**config.mk**
```make
export PLATFORM = sky130hd
export DESIGN_NAME = pwr_gate_seq
export DESIGN_NICKNAME = d
export VERILOG_FILES = /design/src/rtl/pwr_gate_seq.sv
export SDC_FILE = /design/constraint.sdc
export NUM_CORES = 1
export LEC_CHECK = 0
export ABC_AREA = 1
export BUFFER_PORTS_ARGS = -buffer_cell sky130_fd_sc_hd__buf_2
export CORE_MARGIN = 2
export CORE_UTILIZATION = 45
export CTS_BUF_LIST = sky130_fd_sc_hd__clkbuf_8
export DETAILED_ROUTE_END_ITERATION = 8
export PLACE_DENSITY = 0.63
export SLEW_MARGIN = 20
export SYNTH_ARGS = -nofsm -noshare
export SYNTH_HDL_FRONTEND = slang
export SYNTH_SLANG_ARGS = --single-unit
```
**constraint.sdc**
```tcl
create_clock -name clk -period 2 [get_ports clk]
set_input_delay 0.1 -clock clk [delete_from_list [all_inputs] [get_ports clk]]
set_output_delay 0.1 -clock clk [all_outputs]
set_load 0.02 [all_outputs]
```
**src/rtl/pwr_gate_seq.sv**
```systemverilog
// pwr_gate_seq: power-gating sequencer for one switchable domain.
//
// Brings a gated domain up (switch on, hold reset, release isolation) and
// back down (isolate, switch off) on the level of pwr_req. Watches the
// header switch power-good (sw_ack) with a bounded wait and traps to FAULT
// on timeout or brownout. FAULT is left only through fault_clr.
//
// Ports:
//   clk        single clock, rising edge
//   rst        synchronous active-high reset, overrides all other inputs
//   pwr_req    1 = domain requested on, 0 = requested off (level)
//   sw_ack     switch power-good
//   fault_clr  leaves FAULT towards OFF
//   sw_en      header switch enable
//   iso_en     output isolation clamp enable
//   dom_rst    domain reset, active high
//   pwr_ack    domain powered, out of reset and un-isolated
//   fault      sequencing fault flag
//   ret_save, ret_restore   retention strobes (only with PWR_GATE_SEQ_RET_EN)
//
// Build option: define PWR_GATE_SEQ_RET_EN to add the retention SAVE and
// RESTORE states and their strobe outputs.
//
// state     | meaning
// ----------+-----------------------------------------------------------
// OFF       | domain unpowered, isolated, in reset; waits for pwr_req
// SW_UP     | switch enabled, waiting for sw_ack (bounded by SW_TMO)
// RESTORE   | one-cycle retention restore strobe (retention build only)
// RST_HOLD  | powered, reset held for DLY cycles
// ISO_REL   | reset released, isolation still on for DLY cycles
// ON        | domain fully up; watches pwr_req drop and brownout
// ISO_SET   | isolation applied before switching off, DLY cycles
// SAVE      | one-cycle retention save strobe (retention build only)
// SW_DN     | switch disabled, waiting for sw_ack to drop (bounded)
// FAULT     | timeout or brownout; waits for fault_clr

module pwr_gate_seq #(
   parameter int unsigned SW_TMO = 255,
   parameter int unsigned DLY    = 3
) (
   input  logic clk,
   input  logic rst,
   input  logic pwr_req,
   input  logic sw_ack,
   input  logic fault_clr,
   output logic sw_en,
   output logic iso_en,
   output logic dom_rst,
   output logic pwr_ack,
`ifdef PWR_GATE_SEQ_RET_EN
   output logic ret_save,
   output logic ret_restore,
`endif
   output logic fault
);

   localparam int unsigned CNT_MAX = (SW_TMO > DLY) ? SW_TMO : DLY;
   localparam int unsigned CW      = $clog2(CNT_MAX + 1);

   // Compare values are "last cycle in state": the counter reads 0 during
   // the first cycle after entry.
   localparam logic [CW-1:0] TMO_LAST = CW'(SW_TMO - 1);
   localparam logic [CW-1:0] DLY_LAST = CW'(DLY - 1);
   localparam logic [CW-1:0] CNT_SAT  = CW'(CNT_MAX);

   typedef enum logic [3:0] {
      S_OFF      = 4'd0,
      S_SW_UP    = 4'd1,
      S_RST_HOLD = 4'd2,
      S_ISO_REL  = 4'd3,
      S_ON       = 4'd4,
      S_ISO_SET  = 4'd5,
      S_SW_DN    = 4'd6,
      S_FAULT    = 4'd7
`ifdef PWR_GATE_SEQ_RET_EN
      ,
      S_SAVE     = 4'd8,
      S_RESTORE  = 4'd9
`endif
   } state_t;

   state_t        state_q, state_d;
   logic [CW-1:0] cnt_q, cnt_d;

   logic sw_en_q,   sw_en_d;
   logic iso_en_q,  iso_en_d;
   logic dom_rst_q, dom_rst_d;
   logic pwr_ack_q, pwr_ack_d;
   logic fault_q,   fault_d;
`ifdef PWR_GATE_SEQ_RET_EN
   logic ret_save_q,    ret_save_d;
   logic ret_restore_q, ret_restore_d;
`endif

   // Next state. A sampled ack always beats the timeout on the same cycle,
   // and brownout beats a power-down request in ON.
   always_comb begin
      state_d = state_q;
      unique case (state_q)
         S_OFF: begin
            if (pwr_req) state_d = S_SW_UP;
         end
         S_SW_UP: begin
            if (sw_ack) begin
`ifdef PWR_GATE_SEQ_RET_EN
               state_d = S_RESTORE;
`else
               state_d = S_RST_HOLD;
`endif
            end else if (cnt_q == TMO_LAST) begin
               state_d = S_FAULT;
            end
         end
`ifdef PWR_GATE_SEQ_RET_EN
         S_RESTORE: state_d = S_RST_HOLD;
         S_SAVE:    state_d = S_SW_DN;
`endif
         S_RST_HOLD: begin
            if (cnt_q == DLY_LAST) state_d = S_ISO_REL;
         end
         S_ISO_REL: begin
            if (cnt_q == DLY_LAST) state_d = S_ON;
         end
         S_ON: begin
            if (!sw_ack)       state_d = S_FAULT;
            else if (!pwr_req) state_d = S_ISO_SET;
         end
         S_ISO_SET: begin
            if (cnt_q == DLY_LAST) begin
`ifdef PWR_GATE_SEQ_RET_EN
               state_d = S_SAVE;
`else
               state_d = S_SW_DN;
`endif
            end
         end
         S_SW_DN: begin
            if (!sw_ack)                 state_d = S_OFF;
            else if (cnt_q == TMO_LAST)  state_d = S_FAULT;
         end
         S_FAULT: begin
            if (fault_clr) state_d = S_OFF;
         end
         default: state_d = S_OFF;
      endcase
   end

   // Shared phase counter: restarts on every state change, saturates in
   // long-lived states so it never wraps.
   always_comb begin
      cnt_d = cnt_q;
      if (state_d != state_q)   cnt_d = '0;
      else if (cnt_q != CNT_SAT) cnt_d = cnt_q + 1'b1;
   end

   // Output decode from the current state; the result is registered, so
   // pins follow the state one cycle later.
   always_comb begin
      sw_en_d   = 1'b0;
      iso_en_d  = 1'b1;
      dom_rst_d = 1'b1;
      pwr_ack_d = 1'b0;
      fault_d   = 1'b0;
`ifdef PWR_GATE_SEQ_RET_EN
      ret_save_d    = 1'b0;
      ret_restore_d = 1'b0;
`endif
      unique case (state_q)
         S_SW_UP, S_RST_HOLD: begin
            sw_en_d = 1'b1;
         end
`ifdef PWR_GATE_SEQ_RET_EN
         S_RESTORE: begin
            sw_en_d       = 1'b1;
            ret_restore_d = 1'b1;
         end
         S_SAVE: begin
            sw_en_d    = 1'b1;
            dom_rst_d  = 1'b0;
            ret_save_d = 1'b1;
         end
`endif
         S_ISO_REL, S_ISO_SET: begin
            sw_en_d   = 1'b1;
            dom_rst_d = 1'b0;
         end
         S_ON: begin
            sw_en_d   = 1'b1;
            iso_en_d  = 1'b0;
            dom_rst_d = 1'b0;
            pwr_ack_d = 1'b1;
         end
         S_FAULT: begin
            fault_d = 1'b1;
         end
         default: begin
            sw_en_d = 1'b0;
         end
      endcase
   end

   always_ff @(posedge clk) begin
      if (rst) begin
         state_q   <= S_OFF;
         cnt_q     <= '0;
         sw_en_q   <= 1'b0;
         iso_en_q  <= 1'b1;
         dom_rst_q <= 1'b1;
         pwr_ack_q <= 1'b0;
         fault_q   <= 1'b0;
`ifdef PWR_GATE_SEQ_RET_EN
         ret_save_q    <= 1'b0;
         ret_restore_q <= 1'b0;
`endif
      end else begin
         state_q   <= state_d;
         cnt_q     <= cnt_d;
         sw_en_q   <= sw_en_d;
         iso_en_q  <= iso_en_d;
         dom_rst_q <= dom_rst_d;
         pwr_ack_q <= pwr_ack_d;
         fault_q   <= fault_d;
`ifdef PWR_GATE_SEQ_RET_EN
         ret_save_q    <= ret_save_d;
         ret_restore_q <= ret_restore_d;
`endif
      end
   end

   assign sw_en   = sw_en_q;
   assign iso_en  = iso_en_q;
   assign dom_rst = dom_rst_q;
   assign pwr_ack = pwr_ack_q;
   assign fault   = fault_q;
`ifdef PWR_GATE_SEQ_RET_EN
   assign ret_save    = ret_save_q;
   assign ret_restore = ret_restore_q;
`endif

endmodule
```
# Yosys cells after proc, flatten, opt, wreduce, memory -nomap -nowiden
# Cells that the tools add are included.
# totals
reg_bits	17
in_bits	5
# classes
add_sub_neg	1
n_mux	16
n_reduce_logical	4
n_eq_ne	11
# ops
op	count
$mux W4	10
$pmux W4 S8	1
$eq A4 B3 Y1 const B	4
$add A8 B1 Y8 const B	1
$eq A4 B2 Y1 const B	2
$eq A8 B2 Y1 const B	1
$eq A8 B8 Y1 const B	1
$ne A8 B8 Y1 const B	1
$mux W1	5
$reduce_or A5 Y1	1
$eq A4 B1 Y1 const B	1
$logic_not A4 Y1	1
$ne A4 B4 Y1	1
$reduce_or A3 Y1	1
$reduce_or A2 Y1	1

# Logic depth before layout (Yosys ltp)
# logic_depth
word_depth	6
mapped_depth	14
mapped_depth_nobuf	14

# Least setup slack after synthesis
# OpenSTA, ideal clock, no wires.
# synth_timing
kind	register to register
from	register cnt_q[0]
to	register cnt_q[0]
path_slack_ns	0.542
synth_period_minus_slack_ns	1.458
stages_incl_launch_ff	13
arrival_ns	1.393
setup_ns	0.064
required_ns	1.936
path_cell_list	dfxtp_1 inv_1 ha_1 inv_1 nor3_1 nand2_1 nor2_1 nor2_1 nand2_1 nand2_1 nand2_2 nand3_4 nor2_2
# synth_between
elab_chain_cells	6
word_cells_on_any_way	13
# synth_rtl
item	line	rtl
from (decl)	83	logic [CW-1:0] cnt_q, cnt_d;
from (signal assigned)	217	cnt_q <= cnt_d;
$eq A8 B8 Y1	110, 139	
$mux W4	110, 139	
$mux W4, on equally long branches	138, 104	
$pmux W4 S8	99	unique case (state_q)
$ne A4 B4 Y1	152	if (state_d != state_q) cnt_d = '0;
$reduce_or A2 Y1 (no line)	n/a	
# Parallel ways exist; a longest one is shown, timed or not.
# A chain may end at the register's enable or synchronous reset.

# Worst setup path in the final report
# layout_timing
from	register cnt_q[0]
to	register cnt_q[4]
# Same word-level chain as after synthesis.

==> flow_summary.ini <==
[cts]
cts.sinks = 17
path_clk_slew_ns = 0.07
root_buffer = clkbuf_8
cts_setup_buffers = 0
cts_inserted_buffers = 3
clk_latency_ns = 0.25
hold_buffers = 0
cts_resized = 0
htreeDepth = 1
cts_tree = done
cts_buffer_depth = 2

[place]
placedCellCount = 176
place_congestion = 0.866
numPortBuffers = 9
dp_hpwl_mm = 1.46

[layout]
final_nets = 161
nFillCells = 216
fin_cells = 180
multiInputGateArea_um2 = 515
drive_gt1_share_pct = 20.9
syn_to_final_growth_pct = 13.1
seq_area_um2 = 340
insertedDiodeCount = 0

[setup_path]
ff2ff_path_depth = 11
cp-end-kind = register
worstPathRequired_ns = 2.19
cpPeakStageDelay_ns = 0.36
critPathKind = reg -> reg
start_kind = register
critPathMaxFanout = 8
arrival_ns = 1.85
critPathBufInv = 2
reg2reg_slack_ns = 0.34
crit_family = simple AND/OR/NAND/NOR gates
path_cells = inv_1, ha_1, inv_1, nor3_1, nand2_1, nor2_1, nor2_1, nand3_1, nand2_2, nand3_4, nor2_2
worstReg2RegEnd = cnt_q[4]
reg2reg_from = cnt_q[0]
cp_slowest_cell = dfxtp_1

[logic_synthesis]
synth_common_cells = nand2_1, inv_1, dfxtp_1, nor2_1, nor2_2
yosys.cell_types.count = 20
synthTopCellsByArea = dfxtp_1, nand2_1, nor2_2
yosys.area.top_type = dfxtp_1
seq_area_frac_synth_pct = 36.1
syn_area_um2 = 942
synth_edf_count = 0
yosys_warnings = 0
synthCells = 140
synth_top_area_share_pct = 36.1
ys_seq_elements = 17
synthMostInstantiatedCell = nand2_1
syn_avg_cell_area_um2 = 6.73
synth.net_count = 147
async_flop_share_pct = 0
synth_top_flop_cell = dfxtp_1

[detailed_routing]
drtIter0Drc = 29
firstDrtPassIters = 4
met1_length_um = 886
topRoutingLayerUsed = met4
vias = 880
route.met2.wl_um = 857
drtAntennaViolNets = 0
routedWlPerCell_um = 10.2
routed_wl_mm = 1.84
route.detailed.drc = 0
via_per_inst = 4.89
met3_length_um = 65

[power_and_ir_drop]
p_leak_nw = 0.518
p_per_area_nw_per_um2 = 604
ir_drop_v = 0.000563

[grt]
grt_pass1_wl_mm = 3.04
grt_use_total_pct = 16.2
antenna_found_initial = 0
grt_max_degree = 10
gr-total-overflow = 0
grt_pass1_vias = 760

[sta]
setup_viol = 0
rsz0062_at_grt = no
fin_setup_tns_ns = 0
hold_violations = 0
period_minus_slack_ns = 1.66
post-route-period-util_pct = 83.2
fmax_mhz = 601
report.final.slew_viol_count = 0
clock_skew_ns = 0.00449

[die]
die_w_um = 49.8
row_count = 16
core_area_um2 = 1960
fp.dieH_um = 49.8
ios = 10
start_util_pct = 48.0
dieArea_um2 = 2480

[worst_hold_path]
hp-start = rst
min_to = sw_en
hold_depth = 2
hold_path.class = in -> reg

[flow_run]
maxCapViolCount = 0

[run_status]
status = completed
-- state kept, by name, indices dropped and copies added, names as in the netlist --
register / flops
iso_en: 1
dom_rst: 1
sw_en: 1
state_q: 4
pwr_ack: 1
fault: 1
cnt_q: 8
-- metrics by stage --
| stage | setup WS [ns] | power [mW] | hold slack (ns) | utilization, % | area, µm² |
|---|---|---|---|---|---|
| after floorplan | 0.542 | 0.387 | 0.169 | - | 942 |
| after detailed placement | 0.362 | 0.399 | 0.326 | 52.0 | 1020 |
| after global placement | 0.425 | 0.399 | 0.342 | 52.0 | 1020 |
| final | 0.336 | 0.643 | 0.0661 | 54.3 | 1070 |
| after global routing | 0.223 | 0.675 | 0.0758 | 54.3 | 1070 |
| after CTS | 0.340 | 0.652 | 0.0600 | 54.3 | 1070 |
-- where the power goes --
| group | internal (mW) | total [mW] | switching, mW |
|---|---|---|---|
| combinational | 0.0156 | 0.0444 | 0.0288 |
| sequential | 0.343 | 0.348 | 0.00501 |
| clock | 0.136 | 0.251 | 0.115 |
-- cell type report --
type,count,area share (%)
sequential,17,31.9
multi-input combinational,100,48.4
clock buffer,3,3.87
inverter,23,8.10
timing repair buffer,9,4.23
tap,27,3.17
clock inverter,1,0.352
-- layer usage --
metal  track usage, %  vias to the layer above
li1                 -                      461
met1             21.0                      397
met2             25.8                       18
met3             3.64                        4
met4             6.94                        0
met5                0                        -
-- cell usage in the layout (no fill, tap or decap), types with 4 or more instances in the layout --
| cell type | count |
|---|---|
| a21oi_1 | 7 |
| buf_2 | 9 |
| dfxtp_1 | 17 |
| inv_1 | 19 |
| inv_2 | 5 |
| nand2_1 | 36 |
| nand3_1 | 10 |
| nor2_1 | 12 |
| nor2_2 | 12 |
| nor3_1 | 4 |
| o21ai_0 | 4 |
-- cells by family after synthesis --
logic type / count (synthesis) / synth area share (%)
compound gates: 12 / 6.64
fa+ha+maj: 2 / 2.66
other cells: 1 / 0.398
buf+inv: 23 / 9.16
flops: 17 / 36.1
xor+xnor: 3 / 2.79
simple gates: 82 / 42.2
-- how the worst max path moves through the flow --
stage / startpoint / end / slack, ns / depth (start not counted)
after floorplan: cnt_q[0] / cnt_q[0] / 0.54 / 12
after CTS: cnt_q[0] / cnt_q[4] / 0.34 / 12
after global routing: cnt_q[0] / cnt_q[4] / 0.22 / 11
final: cnt_q[0] / cnt_q[4] / 0.34 / 11
after global placement: state_q[3] / cnt_q[1] / 0.42 / 9
after detailed placement: cnt_q[0] / cnt_q[4] / 0.36 / 12
Note: power is estimated with default switching activity, not from simulation.
